### config.mk
export PLATFORM = sky130hd
export DESIGN_NAME = vend_display_scan
export DESIGN_NICKNAME = d
export VERILOG_FILES = /design/src/rtl/vend_display_scan.sv
export SDC_FILE = /design/constraint.sdc
export NUM_CORES = 1
export LEC_CHECK = 0
export CELL_PAD_IN_SITES_DETAIL_PLACEMENT = 1
export CELL_PAD_IN_SITES_GLOBAL_PLACEMENT = 1
export CORE_ASPECT_RATIO = 0.75
export CORE_MARGIN = 2
export CORE_UTILIZATION = 44
export CTS_CLUSTER_SIZE = 8
export DETAILED_ROUTE_END_ITERATION = 7
export PLACE_DENSITY = 0.91
export SYNTH_ARGS = -nofsm -noshare
export SYNTH_HDL_FRONTEND = slang
export SYNTH_SLANG_ARGS = --single-unit
### constraint.sdc
create_clock -name clk -period 8.6 [get_ports clk]
set_clock_uncertainty 0.15 [all_clocks]
set_input_delay 2.15 -clock clk [delete_from_list [all_inputs] [get_ports clk]]
set_output_delay 2.15 -clock clk [all_outputs]
set_load 0.005 [all_outputs]
### src/rtl/vend_display_scan.sv
`default_nettype none
// +----------------------------------------------------------------------------+
// | Module   : vend_display_scan                                               |
// | Purpose  : 4-digit multiplexed 7-segment scanner for the vending display:  |
// |            balance, purchasable-drink count, change-return marker.         |
// | Revision : 1.0 - initial release                                           |
// +----------------------------------------------------------------------------+
module vend_display_scan #(
    parameter int REFRESH_DIV = 50000,
    parameter int BLINK_DIV   = 16
) (
    input  logic       clk,
    input  logic       rst_n,
    input  logic [7:0] money,
    input  logic       state,
    input  logic       drop_tea,
    input  logic       drop_coke,
    input  logic       drop_sprite,
    output logic [3:0] DIGIT,
    output logic [7:0] DISPLAY
);

    localparam int c_REF_W = (REFRESH_DIV > 1) ? $clog2(REFRESH_DIV) : 1;
    localparam int c_FRM_W = (BLINK_DIV > 1) ? $clog2(BLINK_DIV) : 1;
    localparam logic [c_REF_W-1:0] c_REF_MAX   = c_REF_W'(REFRESH_DIV - 1);
    localparam logic [c_FRM_W-1:0] c_FRM_MAX   = c_FRM_W'(BLINK_DIV - 1);
    localparam logic [7:0]         c_SEG_BLANK = 8'hFF;
    localparam logic [7:0]         c_SEG_C     = 8'hC6;

    logic [c_REF_W-1:0] r_ref_cnt;
    logic [1:0]         r_digit_idx;
    logic [7:0]         r_snap_money;
    logic               r_snap_state;
    logic [1:0]         r_snap_avail;
    logic [c_FRM_W-1:0] r_frame_cnt;
    logic               r_blink;

    logic               w_wrap;
    logic               w_frame_start;
    logic [1:0]         w_next_idx;
    logic [1:0]         w_avail;
    logic [7:0]         w_nxt_money;
    logic               w_nxt_state;
    logic [1:0]         w_nxt_avail;
    logic [c_FRM_W-1:0] w_nxt_frame;
    logic               w_nxt_blink;
    logic               w_ovf;
    logic [6:0]         w_disp;
    logic [3:0]         w_tens;
    logic [3:0]         w_ones;
    logic [7:0]         w_ones_seg;
    logic [7:0]         w_pattern;

    function automatic logic [7:0] f_glyph(input logic [3:0] v);
        case (v)
            4'd0:    f_glyph = 8'hC0;
            4'd1:    f_glyph = 8'hF9;
            4'd2:    f_glyph = 8'hA4;
            4'd3:    f_glyph = 8'hB0;
            4'd4:    f_glyph = 8'h99;
            4'd5:    f_glyph = 8'h92;
            4'd6:    f_glyph = 8'h82;
            4'd7:    f_glyph = 8'hF8;
            4'd8:    f_glyph = 8'h80;
            4'd9:    f_glyph = 8'h90;
            default: f_glyph = c_SEG_BLANK;
        endcase
    endfunction

    always_comb begin
        w_wrap        = (r_ref_cnt == c_REF_MAX);
        w_next_idx    = r_digit_idx + 2'd1;
        w_frame_start = w_wrap && (r_digit_idx == 2'd3);
        w_avail       = {1'b0, ~drop_tea} + {1'b0, ~drop_coke} + {1'b0, ~drop_sprite};

        w_nxt_money = w_frame_start ? money   : r_snap_money;
        w_nxt_state = w_frame_start ? state   : r_snap_state;
        w_nxt_avail = w_frame_start ? w_avail : r_snap_avail;

        // Blink only runs across consecutive change-return frames; the entry
        // frame and any idle frame force the counter and phase back to zero.
        w_nxt_frame = r_frame_cnt;
        w_nxt_blink = r_blink;
        if (w_frame_start) begin
            if (!(state && r_snap_state)) begin
                w_nxt_frame = '0;
                w_nxt_blink = 1'b0;
            end else if (r_frame_cnt == c_FRM_MAX) begin
                w_nxt_frame = '0;
                w_nxt_blink = ~r_blink;
            end else begin
                w_nxt_frame = r_frame_cnt + c_FRM_W'(1);
            end
        end

        // Pattern for the digit about to be lit, rendered from post-edge state.
        w_ovf      = (w_nxt_money > 8'd99);
        w_disp     = w_ovf ? 7'd99 : w_nxt_money[6:0];
        w_tens     = 4'(w_disp / 7'd10);
        w_ones     = 4'(w_disp % 7'd10);
        w_ones_seg = f_glyph(w_ones);

        case (w_next_idx)
            2'd0:    w_pattern = w_nxt_blink ? c_SEG_BLANK : {~w_ovf, w_ones_seg[6:0]};
            2'd1:    w_pattern = (w_nxt_blink || (w_tens == 4'd0)) ? c_SEG_BLANK : f_glyph(w_tens);
            2'd2:    w_pattern = f_glyph({2'b00, w_nxt_avail});
            default: w_pattern = w_nxt_state ? c_SEG_C : c_SEG_BLANK;
        endcase
    end

    always_ff @(posedge clk) begin
        if (rst_n) begin
            r_ref_cnt    <= '0;
            r_digit_idx  <= 2'd0;
            r_snap_money <= 8'd0;
            r_snap_state <= 1'b0;
            r_snap_avail <= 2'd0;
            r_frame_cnt  <= '0;
            r_blink      <= 1'b0;
            DIGIT        <= 4'b1110;
            DISPLAY      <= 8'hC0;
        end else begin
            r_ref_cnt    <= w_wrap ? '0 : r_ref_cnt + c_REF_W'(1);
            r_snap_money <= w_nxt_money;
            r_snap_state <= w_nxt_state;
            r_snap_avail <= w_nxt_avail;
            r_frame_cnt  <= w_nxt_frame;
            r_blink      <= w_nxt_blink;
            if (w_wrap) begin
                r_digit_idx <= w_next_idx;
                DIGIT       <= ~(4'b0001 << w_next_idx);
                DISPLAY     <= w_pattern;
            end
        end
    end

endmodule
`default_nettype wire

=== Yosys cells after proc, flatten, opt, wreduce, memory -nomap -nowiden ===
Memory sizes are Yosys's and may differ from the RTL's.
Cells that the tools add are included.

* Output and inout port bits: 12
* Bits in read-only memories: 224
* Memories kept: 2
* Word-level logic and storage cells: 55
* Register bits after elaboration: 46
* Input bits: 14

{| class="wikitable"
|+ Memory list
! memory !! words !! width !! rd ports !! clocked after Yosys merged registers in !! wr ports !! RTL line !! source
|-
| (name not given) || 16 || 7 || 1 || 0 || 0 || 55 || <nowiki>case (v)</nowiki>
|-
| (name not given) || 16 || 7 || 1 || 0 || 0 || 55 ||
|}

* Shift-type cells: 1
* Muxes and demuxes: 14
* Bitwise logic cells: 6
* $add $sub $neg: 5
* Div/mod/pow operators: 2
* Reductions and logical operators: 7
* Order comparisons: 1
* Eq/ne operators: 8

{| class="wikitable"
|+ Operators by type and width
! operator !! number
|-
| $pmux 8 s4 || 1
|-
| $mux 8 || 3
|-
| $pmux 8 s3 || 1
|-
| $add 16x1->16 const B || 1
|-
| $eq 16x16->1 const B || 1
|-
| $eq 2x2->1 const B || 4
|-
| $gt 8x7->1 const B || 1
|-
| $mux 4 || 2
|-
| $div 7x4->7 const B || 1
|-
| $mod 7x4->7 const B || 1
|-
| $mux 7 || 1
|-
| $mux 6 || 1
|-
| $not 1->1 || 5
|-
| $add 4x1->4 const B || 1
|-
| $eq 2x1->1 const B || 2
|-
| $eq 4x4->1 const B || 1
|-
| $logic_not 2->1 || 2
|-
| $logic_not 4->1 || 1
|-
| $mux 1 || 4
|-
| $not 4->4 || 1
|-
| $shl 1x2->4 const A || 1
|-
| $add 1x1->2 || 1
|-
| $add 2x1->2 || 1
|-
| $add 2x1->2 const B || 1
|-
| 4 further kinds || 5
|}

=== Logic depth before layout (Yosys ltp) ===
Gate-level depths: netlist of run 1.

* Word-level depth: 10
* Depth in mapped cells: 34
* Depth with buffers taken out: 30

=== Worst setup path after synthesis of run 1 ===
No wires, ideal clock.

* Path type: input-to-reg
* Start: input port money[4]
* End: register DISPLAY[5]
* Setup time: 0.070 ns
* Path buffers: 1
* Required time: 8.380 ns
* Stages on the path: 29
* Slack: 0.955 ns
* Data arrival time: 7.425 ns
* Cell sequence: or3_1 a31oi_1 nand2_1 and2_1 nor2_1 ha_1 clkbuf_1 nand4b_1 o32ai_1 mux2i_1 clkinv_1 ha_1 inv_1 and4_4 o31ai_1 a21boi_0 nand3_1 and2_1 ha_1 inv_1 a21o_1 a21o_1 inv_1 xnor2_1 inv_1 ha_1 or3_1 a211o_1 a21oi_1

* Longest elaborated chain between the ends: 8
* Elaborated cells between the ends (all ways): 12
* Classes of those cells: div: 2; order compare: 1; mux: 5; reduce/logical: 2; memory: 2

{| class="wikitable"
|+ Ends and longest elaborated chain
! what !! RTL line !! source
|-
| start, declared || 14 || <nowiki>input logic [7:0] money,</nowiki>
|-
| $mux 8 (*) || 76 || <nowiki>w_nxt_money = w_frame_start ? money : r_snap_money;</nowiki>
|-
| $gt 8x7->1 || 97 || <nowiki>w_ovf = (w_nxt_money > 8'd99);</nowiki>
|-
| $mux 7 (*) || 98 || <nowiki>w_disp = w_ovf ? 7'd99 : w_nxt_money[6:0];</nowiki>
|-
| branches (longest 4 deep; another with $div 7x4->7) || - ||
|-
| $pmux 8 s3 (*) || 103 || <nowiki>case (w_next_idx)</nowiki>
|-
| end signal, assigned || 132 || <nowiki>DISPLAY <= w_pattern;</nowiki>
|-
| end, declared || 20 || <nowiki>output logic [7:0] DISPLAY</nowiki>
|}

Mark *: on every way between the ends.
A chain may end at the register's enable or synchronous reset.

=== Final worst setup path of run 1 ===
Ends and elaborated chain as after synthesis.

==> impl_metrics.json, run 1 <==
{
  "status": "finished clean",
  "io_buffers": 25,
  "p_sw_mw": 0.09462,
  "slowest_delay_ns": 0.51,
  "drv_cap": 0,
  "synth_largest_area_cell": "dfxtp_1",
  "vias": 3478,
  "p_leak_nw": 1.597,
  "ios": 26,
  "critPathMaxFanout": 12,
  "antenna_found_initial": 0,
  "die_w_um": 106.4,
  "whs_ns": 0.3108,
  "avgSynthCellArea_um2": 7.845,
  "cts_tree": "built",
  "tightest_slew_ns": 1.109,
  "nets": 499,
  "wirelength_mm": 11.07,
  "routed-wl-met3_um": 492,
  "ys_seq_area_share_pct": 26.62,
  "area_growth_pct": 14.39,
  "synthCells": 441,
  "fin_setup_tns_ns": 0,
  "powerDensity_mw_per_mm2": 102.6,
  "synthTopCellsByArea": "dfxtp_1, ha_1, nor2_1",
  "vdd_drop_max_v": 0.00007255,
  "num_antenna_cells": 0,
  "clockBufferDepth": 2,
  "htree_levels": 2,
  "synthesis.area_mm2": 0.003460,
  "yosysTopAreaCellShare_pct": 26.62,
  "numCtsBuffers": 5,
  "grt_pass1_wl_mm": 17.39,
  "die-area_mm2": 0.008595,
  "gp_congestion": 0.9413,
  "ant_nets": 0,
  "crit_path_start_kind": "primary input",
  "synth-edff-count": 0,
  "ys_types": 74,
  "timing.final.crit_share_pct": 96.11,
  "intPower_mw": 0.3115,
  "wl_met2_mm": 5.442,
  "nFillCells": 936,
  "cp.depth": 30,
  "dr.pass1.iters": 5,
  "power_mw": 0.4061,
  "wl_met1_mm": 4.985,
  "core_region_area_mm2": 0.007466,
  "grt_pass1_vias": 3471,
  "syn_nets": 477,
  "hpwlAfterDp_mm": 8.097,
  "rr_worst_depth": 28,
  "required_ns": 8.69,
  "pwr-share-clk_pct": 41.4,
  "root_buffer": "clkbuf_8",
  "combPwrFrac_pct": 5.7,
  "crit_arrival_ns": 8.35,
  "min_path_cells": 1,
  "gr-total-overflow": 0,
  "floorplan.initialDensity_pct": 46.34,
  "drtIter0Drc": 239,
  "die_h_um": 80.79,
  "utilization_pct": 53.01,
  "swShare_pct": 23.30,
  "hold_viol_final": 0,
  "cts_sinks": 46,
  "top_layer": "met4",
  "hold_class": "flip-flop to flip-flop",
  "drc_errors": 0,
  "synth_ff_type": "dfxtp_1",
  "critical_path.top_delay_family": "simple AND/OR/NAND/NOR gates",
  "p_seq_share_pct": 52.9,
  "fin_crit_ns": 8.265,
  "grt_max_degree": 31,
  "critPathMostFrequentCell": "inv_1",
  "path_class": "primary input to flip-flop",
  "crit_slowest_cell": "clkdlybuf4s50_1",
  "maxSlewHeadroom_pct": 25.82,
  "crit_buf_inv": 7,
  "synth.ff_latch_count": 46,
  "setup_viol": 0,
  "crit_path_end_kind": "flip-flop",
  "slew_viol_final": 0,
  "grtUsageTotal_pct": 25.35,
  "async_reset_ff_share_pct": 0,
  "post_drt_wl_per_cell_um": 19.59,
  "fp-row-count": 27,
  "cts.clk_slew.worst_paths_ns": 0.09,
  "clock_insertion_delay_worst_skew_ns": 0.30,
  "vias_per_cell": 6.156,
  "max_freq_mhz": 121.0,
  "yosysWarnings": 0,
  "drive_gt1_share_pct": 9.483
}
-- cell families after synthesis --
logic type                 share of synthesized area [%]
and+or+nand+nor                                    25.71
adders and majority gates                          8.174
AOI/OAI and AO/OA                                  24.96
DFF                                                26.62
buffers and inverters                              5.678
xor gates and xnor gates                           4.268
muxes                                              4.593
-- cell usage in the layout, fill, tap and decap left out, drive strengths merged, types with 4 or more instances in the layout --
cell,n
or3,8
buf,11
a211o,7
nand4,4
o31ai,6
and2,6
mux2i,11
mux2,4
o21ai,24
dfxtp,46
xnor2,11
clkbuf,5
nor3b,4
ha,21
nor2,46
inv,25
xor2,5
a21oi,28
and3,7
nor3,6
nand2,42
a21o,9
a31oi,12
clkdlybuf4s50,25
a211oi,5
nand3,21
-- stage by stage --
| step | cell area (um^2) | instances | setup WS, ns |
|---|---|---|---|
| after global placement | 3809 | 556 | 0.4003 |
| after global routing | 3958 | 565 | -0.01372 |
| after detailed placement | 3809 | 556 | -0.1055 |
| after floorplan | 3460 | 441 | 0.9548 |
| final | 3958 | 565 | 0.3347 |
| after CTS | 3921 | 564 | 0.1872 |
-- sequential cells by signal (all words and copies together), names as in the netlist --
signal	flops
r_digit_idx	2
r_snap_money	8
r_frame_cnt	4
DIGIT	4
r_ref_cnt	16
DISPLAY	8
r_blink	1
r_snap_avail	2
r_snap_state	1
-- power groups by stage --
stage	Combinational, mW	Clock (mW)	Sequential (mW)
3_5_place_dp	0.0223	0	0.220
6_report	0.0231	0.168	0.215
5_1_grt	0.0249	0.175	0.215
4_1_cts	0.0227	0.169	0.215
2_1_floorplan	0.0109	0	0.220
3_3_place_gp	0.0215	0	0.220
-- cells in the mapped netlist (4+ instances only) --
cell type,n
nor2_1,45
nand4_1,4
nor3_1,6
a21o_1,9
dfxtp_1,46
and3_1,7
or3_1,8
xnor2_1,10
nor3b_1,4
and2_1,6
xor2_1,5
nand3_1,21
a21oi_1,28
mux2i_1,11
a31oi_1,12
clkbuf_1,16
a211oi_1,5
a211o_1,7
nand2_1,42
ha_1,21
inv_1,23
o31ai_1,5
o21ai_0,23
-- final cells by class --
class | instances | area, um^2 | area share, %
Clock buffer | 5 | 68.82 | 1.739
Clock inverter | 3 | 43.79 | 1.107
Inverter | 25 | 93.84 | 2.371
Multi-Input combinational cell | 349 | 2371 | 59.91
Sequential cell | 46 | 920.9 | 23.27
Tap cell | 101 | 126.4 | 3.193
Timing Repair Buffer | 36 | 332.8 | 8.410
-- routing by layer --
metal | track usage (%) | up-vias
met2 | 44.29 | 88
met4 | 6.316 | 0
li1 | - | 1639
met3 | 3.692 | 17
met5 | 0 | -
met1 | 33.27 | 1734
-- path summary, 6_finish.rpt --
kind                             from  slack (ns)                       to
max                          money[4]        0.33  DISPLAY[5]$_SDFFE_PP0N_
min           r_ref_cnt[0]$_SDFF_PP0_        0.31  r_ref_cnt[0]$_SDFF_PP0_
max reg2reg  r_ref_cnt[14]$_SDFF_PP0_        1.43  DISPLAY[5]$_SDFFE_PP0N_
min reg2reg   r_ref_cnt[0]$_SDFF_PP0_        0.31  r_ref_cnt[0]$_SDFF_PP0_
-- repair_timing --
item / in CTS / in global routing
buffers inserted: 0 / 1
gates resized for setup: 0 / 7
hold buffers: 0 / 0
setup endpoints to repair: 0 / 7
(Power assumes the default switching activity.)
==> inputs of run 2 (changes only) <==
CELL_PAD_IN_SITES_DETAIL_PLACEMENT = 0   (was 1)
CORE_UTILIZATION = 48   (was 44)
PLACE_DENSITY = 0.95   (was 0.91)
clock period = 10.35 ns   (was 8.6 ns; I/O delays follow)
==> run 2 against run 1 <==
  * Critical path type unchanged
  * Largest power group unchanged
  * Die area down 8.0%
  * Clock power down 31%
  * Non-clock buffer count down 8
==> impl_metrics.json, run 2 (synthesis gave the netlist of run 1 again) <==
{
  "status": "finished clean",
  "ios": 26,
  "ctsResizeCount": 0,
  "critPathMaxFanout": 12,
  "grt_setup_unrepaired": "false",
  "maxSlewHeadroom_pct": 28.72,
  "nFillCells": 664,
  "drv_cap": 0,
  "htree_levels": 2,
  "die_w_um": 102.0,
  "post-cts-setup-buffers": 0,
  "tightest_slew_ns": 1.066,
  "hold_class": "flip-flop to flip-flop",
  "vias": 3279,
  "grtUsageTotal_pct": 21.64,
  "crit_buf_inv": 6,
  "post_drt_wl_per_cell_um": 15.17,
  "crit_slowest_cell": "o31ai_1",
  "grt_pass1_vias": 2972,
  "hold_viol_final": 0,
  "vias_per_cell": 5.919,
  "p_leak_nw": 1.523,
  "crit_path_end_kind": "flip-flop",
  "cts_hold_buf": 0,
  "cts_tree": "built",
  "grt_max_degree": 31,
  "final_common_cell": "dfxtp_1",
  "crit_arrival_ns": 9.15,
  "cts.clk_slew.worst_paths_ns": 0.10,
  "critical_path.top_delay_family": "compound AO/OA/AOI/OAI gates",
  "min_from": "r_ref_cnt[0]$_SDFF_PP0_",
  "cts_sinks": 46,
  "use_met2_pct": 32.89,
  "crit_start": "money[4]",
  "num_antenna_cells": 0,
  "globalRouteMet3Util_pct": 3.423,
  "nets": 491,
  "hpwlAfterDp_mm": 6.317,
  "die-area_mm2": 0.007910,
  "drc_errors": 0,
  "fin_setup_tns_ns": 0,
  "top_register": "r_ref_cnt",
  "dr.pass1.iters": 5,
  "use_met1_pct": 32.56,
  "wirelength_mm": 8.404,
  "gr-total-overflow": 0,
  "largest_reg_flops": 16,
  "die_h_um": 77.53,
  "io_buffers": 25,
  "gp_congestion": 0.8533,
  "core_region_area_mm2": 0.006897,
  "antenna_found_initial": 0,
  "vdd_drop_max_v": 0.00005506,
  "fin_crit_ns": 9.061,
  "whs_ns": 0.3065,
  "timing.final.crit_share_pct": 87.55,
  "grt_pass1_wl_mm": 13.96,
  "powerDensity_mw_per_mm2": 81.09,
  "slowest_delay_ns": 0.50,
  "fp-row-count": 26,
  "r2r-start": "r_ref_cnt[9]$_SDFF_PP0_",
  "area_growth_pct": 11.14,
  "numCtsBuffers": 5,
  "setup_viol": 0,
  "layout_common_cells": "dfxtp_1, nor2_1, nand2_1",
  "drtIter0Drc": 194,
  "path_class": "primary input to flip-flop",
  "required_ns": 10.44,
  "clock_insertion_delay_worst_skew_ns": 0.30,
  "ant_nets": 0,
  "floorplan.initialDensity_pct": 50.16,
  "slew_viol_final": 0,
  "drive_gt1_share_pct": 6.579,
  "max_freq_mhz": 110.4,
  "clockBufferDepth": 2,
  "top_usage_layer": "met2",
  "top_regs": "r_ref_cnt (16), DISPLAY (8), r_snap_money (8)",
  "crit_path_start_kind": "primary input",
  "root_buffer": "clkbuf_8"
}
[run 2: cell type report]
type | instances | area, um^2 | share of cell area (%)
Clock buffer | 5 | 68.82 | 1.790
Clock inverter | 3 | 23.77 | 0.6183
Inverter | 25 | 93.84 | 2.441
Multi-Input combinational cell | 349 | 2342 | 60.92
Sequential cell | 46 | 920.9 | 23.95
Tap cell | 98 | 122.6 | 3.189
Timing Repair Buffer | 28 | 272.8 | 7.094
[run 2: final timing paths]
path	endpoint	slack (ns)	cells past startpoint
max	DISPLAY[5]$_SDFFE_PP0N_	1.29	29
min	r_ref_cnt[0]$_SDFF_PP0_	0.31	1
max reg2reg	DISPLAY[5]$_SDFFE_PP0N_	2.81	28
min reg2reg	r_ref_cnt[0]$_SDFF_PP0_	0.31	1
[run 2: per-layer routing]
| metal | share of wire (%) | wire length [um] |
|---|---|---|
| met1 | 51 | 4269 |
| met2 | 43 | 3646 |
| met3 | 5.2 | 435 |
| met4 | 0.63 | 53 |
| met5 | 0 | 0 |
[run 2: stage by stage]
stage                     cells  setup slack, ns  util (%)  total power, mW  cell area, um^2
after detailed placement    546            1.092     54.41           0.1997             3752
after global placement      546            1.386     54.41           0.1994             3752
after global routing        554           0.6568     55.75           0.3232             3845
after floorplan             441            2.267         -           0.1915             3460
after CTS                   554            1.407     55.75           0.3136             3845
final                       554            1.289     55.75           0.3118             3845
[run 2: power by group]
group / total [mW] / switching (mW) / internal, mW
clock network: 0.116 / 0.0678 / 0.0484
registers: 0.179 / 0.000797 / 0.178
logic: 0.0170 / 0.00938 / 0.00763
total: 0.312 / 0.0779 / 0.234
==> inputs of run 3 (changes only) <==
CELL_PAD_IN_SITES_DETAIL_PLACEMENT = default   (was 0)
CELL_PAD_IN_SITES_GLOBAL_PLACEMENT = default   (was 1)
CORE_UTILIZATION = 50   (was 48)
PLACE_DENSITY = 0.81   (was 0.95)
==> run 3 against run 2 <==
  * Die area fell by 3.8%
  * Cell area fell by 0.62%
  * Routed wire length down 0.77%
  * Flip-flop and latch count is the same
  * Via count increased by 0.82%
  * First-iteration DRC count up 60%
  * Setup slack lost 0.13 ns
  * Maximum frequency fell by 1.4%
  * Largest cell class unchanged
==> impl_metrics.json, run 3 (synthesis gave the netlist of run 1 again) <==
{
  "status": "finished clean",
  "crit_path_start_kind": "primary input",
  "root_buffer": "clkbuf_8",
  "fp-row-count": 26,
  "path_class": "primary input to flip-flop",
  "grt_pass1_wl_mm": 14.02,
  "hold_viol_final": 0,
  "nFillCells": 600,
  "die_h_um": 76.04,
  "drc_errors": 0,
  "slowest_delay_ns": 0.52,
  "crit_path_end_kind": "flip-flop",
  "floorplan.initialDensity_pct": 51.13,
  "top_regs": "r_ref_cnt (16), DISPLAY (8), r_snap_money (8)",
  "detailedPlace.worstSlack_ns": 0.9406,
  "fin_ws_ns": 1.159,
  "vias": 3306,
  "required_ns": 10.44,
  "ios": 26,
  "powerDensity_mw_per_mm2": 80.26,
  "io_buffers": 25,
  "fin_crit_ns": 9.191,
  "ctsResizeCount": 0,
  "htree_levels": 2,
  "clockBufferDepth": 2,
  "hold_class": "flip-flop to flip-flop",
  "maxSlewHeadroom_pct": 27.47,
  "core_region_area_mm2": 0.006766,
  "largest_reg_flops": 16,
  "num_antenna_cells": 0,
  "grt_setup_unrepaired": "false",
  "vias_per_cell": 6.122,
  "setup_viol": 0,
  "gp_congestion": 0.9132,
  "drtIter0Drc": 311,
  "cts_sinks": 46,
  "die-area_mm2": 0.007607,
  "clock_insertion_delay_worst_skew_ns": 0.31,
  "area_growth_pct": 10.45,
  "post_drt_wl_per_cell_um": 15.44,
  "critPathMaxFanout": 12,
  "wirelength_mm": 8.339,
  "max_freq_mhz": 108.8,
  "vdd_drop_max_v": 0.00006935,
  "slew_viol_final": 0,
  "critical_path.top_delay_family": "compound AO/OA/AOI/OAI gates",
  "numCtsBuffers": 5,
  "top_register": "r_ref_cnt",
  "drv_cap": 0,
  "grt_pass1_vias": 3021,
  "die_w_um": 100.1,
  "post-cts-setup-buffers": 0,
  "timing.final.crit_share_pct": 88.80,
  "grtUsageTotal_pct": 22.33,
  "ant_nets": 0,
  "crit_slowest_cell": "o31ai_1",
  "final_common_cell": "dfxtp_1",
  "cts_hold_buf": 0,
  "hpwlAfterDp_mm": 6.131,
  "p_leak_nw": 1.527,
  "cts_tree": "built",
  "grt_max_degree": 31,
  "gr-total-overflow": 0,
  "fin_setup_tns_ns": 0,
  "tightest_slew_ns": 1.085,
  "layout_common_cells": "dfxtp_1, nor2_1, nand2_1",
  "dr.pass1.iters": 7,
  "nets": 491,
  "power_mw": 0.3067,
  "crit_arrival_ns": 9.28,
  "crit_buf_inv": 6,
  "cts.clk_slew.worst_paths_ns": 0.09,
  "antenna_found_initial": 0,
  "drive_gt1_share_pct": 6.360
}
run 3: worst paths after layout:
path / slack, ns / endpoint / from / depth (start not counted)
worst max-delay path: 1.16 / DISPLAY[5]$_SDFFE_PP0N_ / money[4] / 29
worst max register to register: 2.70 / DISPLAY[5]$_SDFFE_PP0N_ / r_ref_cnt[10]$_SDFF_PP0_ / 27
worst min-delay path: 0.30 / r_ref_cnt[0]$_SDFF_PP0_ / r_ref_cnt[0]$_SDFF_PP0_ / 1
worst min register to register: 0.30 / r_ref_cnt[0]$_SDFF_PP0_ / r_ref_cnt[0]$_SDFF_PP0_ / 1
run 3: per-stage QoR:
stage	cell area (um^2)	utilization, %	std cells	hold slack (ns)
finish	3821	56.47	540	0.3040
global route	3821	56.47	540	0.3463
CTS	3821	56.47	540	0.3087
detailed placement	3735	55.20	532	0.2880
global placement	3735	55.20	532	0.2732
floorplan	3460	-	441	0.2632
run 3: cell type report:
class                      instances  area (um^2)  share of cell area (%)
clock inverter                     2        13.76                  0.3602
timing repair buffer              28        272.8                   7.138
clock buffer                       6        72.57                   1.899
inverter                          25        93.84                   2.456
sequential                        46        920.9                   24.10
multi-input combinational        349         2342                   61.30
tap                               84        105.1                   2.750
run 3: where the power goes:
group,internal (mW),leakage [nW],total [mW],switching (mW)
clock,0.0477,0.0452,0.111,0.0632
combinational,0.00770,1.11,0.0172,0.00945
sequential,0.178,0.371,0.179,0.000794
run 3: routing by layer:
layer | global-route usage, % | wire (um) | vias to the layer above
met2 | 34.19 | 3704 | 134
met5 | 0 | 0 | -
met4 | 6.849 | 155 | 0
li1 | - | - | 1627
met3 | 3.761 | 487 | 15
met1 | 32.19 | 3992 | 1530
